<file path="config.mk">
export PLATFORM = sky130hd
export DESIGN_NAME = fetch_ctrl
export DESIGN_NICKNAME = d
export VERILOG_FILES = /design/src/rtl/fetch_ctrl.sv
export SDC_FILE = /design/constraint.sdc
export NUM_CORES = 1
export LEC_CHECK = 0
export ABC_CLOCK_PERIOD_IN_PS = 1690
export CAP_MARGIN = 20
export CELL_PAD_IN_SITES_DETAIL_PLACEMENT = 1
export CELL_PAD_IN_SITES_GLOBAL_PLACEMENT = 1
export CORE_ASPECT_RATIO = 1.2
export CORE_UTILIZATION = 30
export DETAILED_ROUTE_END_ITERATION = 8
export PLACE_DENSITY_LB_ADDON = 0.1
export SLEW_MARGIN = 25
export SYNTH_ARGS = -nofsm -noshare
export SYNTH_HDL_FRONTEND = slang
export SYNTH_SLANG_ARGS = --single-unit
export TNS_END_PERCENT = 20
</file>
<file path="constraint.sdc">
create_clock -name clk50m -period 1.69 [get_ports clk50m]
set_input_delay 0.169 -clock clk50m [delete_from_list [all_inputs] [get_ports clk50m]]
set_output_delay 0.169 -clock clk50m [all_outputs]
set_load 0.03 [all_outputs]
</file>
<file path="src/rtl/fetch_ctrl.sv">
// Instruction-fetch sequencer: IDLE -> FETCH -> ISSUE -> RESOLVE -> STEP, driving pcount strobes.
// Optional ROM ack timeout enabled with `define FETCH_TIMEOUT_EN (limit set by TMO).
module fetch_ctrl #(
   parameter int W   = 15,
   parameter int IW  = 16,
   parameter int TMO = 255
) (
   input  logic          clk50m,
   input  logic          rst,
   input  logic          run,
   input  logic [W-1:0]  pc,
   output logic          pc_en,
   output logic          pc_load,
   output logic          pc_inc,
   output logic [W-1:0]  pc_cnt_in,
   output logic          rom_req,
   output logic [W-1:0]  rom_addr,
   input  logic          rom_ack,
   input  logic [IW-1:0] rom_data,
   output logic [IW-1:0] instr,
   output logic          instr_valid,
   input  logic          instr_ready,
   input  logic          jmp_valid,
   input  logic          jmp_taken,
   input  logic [W-1:0]  jmp_target,
   output logic          fetch_err,
   output logic [2:0]    dbg_state
);

   // Handshakes: rom_req stays high with rom_addr stable until a one-cycle rom_ack;
   // instr_valid stays high with instr stable until the cycle instr_ready is 1.
   typedef enum logic [2:0] {
      S_IDLE    = 3'd0,
      S_FETCH   = 3'd1,
      S_ISSUE   = 3'd2,
      S_RESOLVE = 3'd3,
      S_STEP    = 3'd4
   } state_t;

   state_t        state_q, state_d;
   logic          req_d, ivalid_d, en_d, load_d, inc_d;
   logic [W-1:0]  addr_d, cnt_d;
   logic [IW-1:0] instr_d;
   logic          err_q;
   logic          tmo_hit;

`ifdef FETCH_TIMEOUT_EN
   localparam int TW = ($clog2(TMO + 1) < 8) ? 8 : $clog2(TMO + 1);
   logic [TW-1:0] tmo_cnt;
   logic          err_d;

   assign tmo_hit = (tmo_cnt == TW'(TMO - 1));

   always_ff @(posedge clk50m) begin
      if (rst || state_q != S_FETCH) tmo_cnt <= '0;
      else                           tmo_cnt <= tmo_cnt + TW'(1);
   end

   always_ff @(posedge clk50m) begin
      if (rst) err_q <= 1'b0;
      else     err_q <= err_d;
   end

   always_comb begin
      err_d = err_q;
      if (state_q == S_FETCH && !rom_ack && tmo_hit) err_d = 1'b1;
   end
`else
   localparam int tmo_unused = TMO;
   assign tmo_hit = 1'b0;
   assign err_q   = 1'b0;
`endif

   assign fetch_err = err_q;
   assign dbg_state = state_q;

   always_comb begin
      state_d  = state_q;
      req_d    = rom_req;
      addr_d   = rom_addr;
      instr_d  = instr;
      ivalid_d = instr_valid;
      en_d     = 1'b0;
      load_d   = 1'b0;
      inc_d    = 1'b0;
      cnt_d    = pc_cnt_in;
      case (state_q)
         S_IDLE: begin
            if (run && !err_q) begin
               state_d = S_FETCH;
               req_d   = 1'b1;
               addr_d  = pc;
            end
         end
         S_FETCH: begin
            if (rom_ack) begin
               state_d  = S_ISSUE;
               req_d    = 1'b0;
               instr_d  = rom_data;
               ivalid_d = 1'b1;
            end else if (tmo_hit) begin
               state_d = S_IDLE;
               req_d   = 1'b0;
            end
         end
         S_ISSUE: begin
            if (instr_ready) begin
               state_d  = S_RESOLVE;
               ivalid_d = 1'b0;
            end
         end
         S_RESOLVE: begin
            if (jmp_valid) begin
               state_d = S_STEP;
               en_d    = 1'b1;
               load_d  = jmp_taken;
               inc_d   = !jmp_taken;
               cnt_d   = jmp_target;
            end
         end
         S_STEP: begin
            if (run) begin
               state_d = S_FETCH;
               req_d   = 1'b1;
               // pcount updates on this same edge, so present the value it is about to take.
               addr_d  = pc_load ? pc_cnt_in : pc + W'(1);
            end else begin
               state_d = S_IDLE;
            end
         end
         default: state_d = S_IDLE;
      endcase
   end

   always_ff @(posedge clk50m) begin
      if (rst) begin
         state_q     <= S_IDLE;
         rom_req     <= 1'b0;
         rom_addr    <= '0;
         instr       <= '0;
         instr_valid <= 1'b0;
         pc_en       <= 1'b0;
         pc_load     <= 1'b0;
         pc_inc      <= 1'b0;
         pc_cnt_in   <= '0;
      end else begin
         state_q     <= state_d;
         rom_req     <= req_d;
         rom_addr    <= addr_d;
         instr       <= instr_d;
         instr_valid <= ivalid_d;
         pc_en       <= en_d;
         pc_load     <= load_d;
         pc_inc      <= inc_d;
         pc_cnt_in   <= cnt_d;
      end
   end

endmodule
</file>
==> flow_metrics.py, run 1 <==
metrics = {
    "run_status": {
        "status": "finished clean",
    },
    "cts": {
        "cts_buffers": 5,
        "cts_buffer_depth": 2,
        "ctsHoldBuffers": 0,
        "cts_root_buf": "clkbuf_8",
        "clk_latency_ns": 0.31,
        "cts_tree": "yes",
        "clock_sinks": 54,
        "htree_levels": 2,
        "path_clk_slew_ns": 0.11,
    },
    "yosys": {
        "ys_seq_area_share_pct": 41.8,
        "synth_top_family_by_area": "simple AND/OR/NAND/NOR gates",
        "synthSimpleGateAreaFrac_pct": 25.7,
        "synth-compound-area-share_pct": 22.7,
        "yosysWarningCount": 0,
        "ys_ff_latch": 54,
        "synth.distinct_cells": 56,
        "synth_fp_nets": 380,
        "ys.flop_type": "dfxtp_1",
        "syn_area_mm2": 0.00258,
        "muxShareOfSynthArea_pct": 2.37,
        "yosys.area_share.adder_pct": 0.484,
        "synth_edf_count": 0,
        "netlist_instances": 326,
        "async_flop_share_pct": 0,
        "synthXorXnorAreaFrac_pct": 0,
        "synth_area_per_cell_um2": 7.93,
    },
    "sta": {
        "fin_worst_skew_ns": 0.00490,
        "max_freq_mhz": 605,
        "fin_ws_ns": 0.0374,
        "setup_viol": 0,
        "final_max_slew_viol_count": 0,
        "finalHoldViolCount": 0,
        "post-route-min-period_ns": 1.65,
        "finalCritPeriodShare_pct": 97.8,
    },
    "worst_setup_path": {
        "path_depth": 4,
        "rr_worst_depth": 4,
        "required_ns": 1.94,
        "cp_slowest_cell": "or3b_4",
        "cp.arrival_ns": 1.90,
        "worstPathCellList": "or3b_4 > nor4b_1 > mux2i_1 > o21ai_0",
        "end_kind": "flop",
        "critical-path-top-delay-family": "simple AND/OR/NAND/NOR gates",
        "cp_slowest_stage_delay_ns": 0.54,
        "cp_num_buf_inv": 0,
        "ff2ff_setup_slack_ns": 0.04,
        "cp-start-kind": "flop",
        "crit_fanout": 20,
        "critical_path_class": "flop to flop",
    },
    "final_layout": {
        "final_cells": 575,
        "fin_nets": 514,
        "final_core_util_pct": 50.6,
        "final_cell_mix": "clkdlybuf4s50_1 (95), nand2_1 (73), dfxtp_1 (53), a21oi_1 (49), buf_4 (44)",
        "drive_above_1_share_pct": 15.2,
        "n_antenna_cell": 0,
        "mostFrequentLayoutCell": "clkdlybuf4s50_1",
        "fill_cells": 1017,
        "final_area_mm2": 0.00417,
        "area_growth_pct": 61.4,
    },
    "global_route": {
        "antenna_found_initial": 0,
        "grt_pass1_wl_um": 15200,
        "grt_pass1_vias": 3059,
        "grtUsageTotal_pct": 21.2,
        "gr-total-overflow": 0,
        "grt_max_degree": 28,
    },
    "route": {
        "wl_met3_um": 551,
        "drtPass1Iterations": 4,
        "vias_per_cell": 5.04,
        "route.detailed.wl_per_inst_um": 16.3,
        "wl_met1_um": 4080,
        "drt_iter0_drc": 57,
        "ant_nets": 0,
        "dr_wl_met2_um": 4550,
        "dr.max_layer_used": "met4",
        "drc": 0,
        "vias": 2896,
        "drt_wl_total_um": 9380,
    },
    "power_and_ir_drop": {
        "p_leak_nw": 1.56,
        "pwr_density_cell_mw_per_mm2": 719,
        "ir_drop_mv": 0.461,
    },
    "run": {
        "cap_viol_max_count": 0,
    },
    "placed_design": {
        "pre_cts_ws_ns": -0.384,
        "gp_congestion": 0.874,
        "dp_cells": 565,
        "place_area_mm2": 0.00399,
        "portBuffers": 106,
        "dp_hpwl_um": 6970,
    },
    "floorplanning": {
        "rows": 36,
        "die_x_um": 86.7,
        "io_pins": 108,
        "core_area_mm2": 0.00824,
        "die_height_um": 104,
        "die_area_mm2": 0.00899,
        "start_util_pct": 31.4,
    },
    "min_path": {
        "hold_class": "input pin to flop",
        "min_path_cells": 2,
    },
}
per-layer routing:
layer	vias to the layer above	track usage (%)
met4	0	6.79
met1	1379	24.9
met2	83	37.2
met5	-	0
met3	14	5.42
li1	1420	-
synthesized netlist by cell type, types with 2 or more instances:
cell type	n	area, um^2
clkbuf_1	13	48.8
dfxtp_1	54	1080
inv_1	7	26.3
and3_1	6	37.5
o21ai_0	16	80.1
nand2_1	73	274
a21oi_1	50	250
buf_6	3	33.8
o31ai_1	3	22.5
nand3_1	8	40.0
or3_1	2	12.5
a211oi_1	3	22.5
mux2i_1	5	50.1
a221o_1	2	20.0
nand4_1	2	12.5
a32oi_1	3	26.3
nor2b_1	3	18.8
clkbuf_8	2	27.5
nor3_1	7	35.0
o41ai_1	3	26.3
a22o_1	2	17.5
buf_2	4	20.0
nor2_1	13	48.8
nand2b_1	3	18.8
nor4_1	6	37.5
o21a_1	3	22.5
worst paths after layout:
path,start,to
max reg2reg,dbg_state[1],rom_addr[12]
min,rst,rom_addr[10]
max,dbg_state[1],rom_addr[12]
min reg2reg,instr[2],instr[2]
flip-flops by register name (all words and copies together), names as in the netlist:
name	cells
instr	16
pc_cnt_in	15
rom_addr	15
dbg_state	3
instr_valid	1
pc_en	1
pc_inc	1
pc_load	1
rom_req	1
power by group:
| group | leakage, nW | switching [mW] | internal [mW] |
|---|---|---|---|
| Combinational | 1.06 | 0.374 | 0.342 |
| Sequential | 0.440 | 0.0374 | 1.33 |
| Clock | 0.0585 | 0.469 | 0.446 |
| Total | 1.56 | 0.880 | 2.12 |
cell families after synthesis:
kind of cell	Yosys count
flip-flops	54
multiplexers	6
other	1
buffers and inverters	31
AO/OA/AOI/OAI	97
AND/OR/NAND/NOR	136
adder cells (fa/ha/maj)	1
metrics by stage:
stage	power [mW]	hold slack (ns)	setup TNS (ns)
global placement	2.10	0.440	-2.50
floorplan	1.73	0.246	0
global route	3.14	0.230	-0.0752
detailed placement	2.11	0.450	-2.85
finish	3.00	0.206	0
CTS	3.03	0.176	0
final cells by class:
| cell class | count | area [um^2] | area share (%) |
|---|---|---|---|
| multi-input cells | 241 | 1370 | 32.7 |
| clock buffers | 5 | 68.8 | 1.65 |
| clock inverters | 3 | 43.8 | 1.05 |
| flip-flops and latches | 54 | 1080 | 25.9 |
| well taps | 114 | 143 | 3.42 |
| inverters | 7 | 26.3 | 0.630 |
| repair buffers | 151 | 1440 | 34.6 |
worst register-to-register path, cell delays in order (launching register included):
cell and delay (ns):
dfxtp_1 0.40, or3b_4 0.54, nor4b_1 0.44, mux2i_1 0.14, o21ai_0 0.09
timing repair:
item | 4_1_cts | 5_1_grt
pin swaps | 1 | 4
buffers inserted | 2 | 0
resized for setup | 2 | 14
endpoints found under the setup margin | 2 | 7
(Power assumes the default switching activity.)
==> run 2: changes to the inputs <==
- HOLD_SLACK_MARGIN: unset -> 0.03
==> results of run 2 <==
The final DEF is identical to that of run 1; final timing and power are the same.
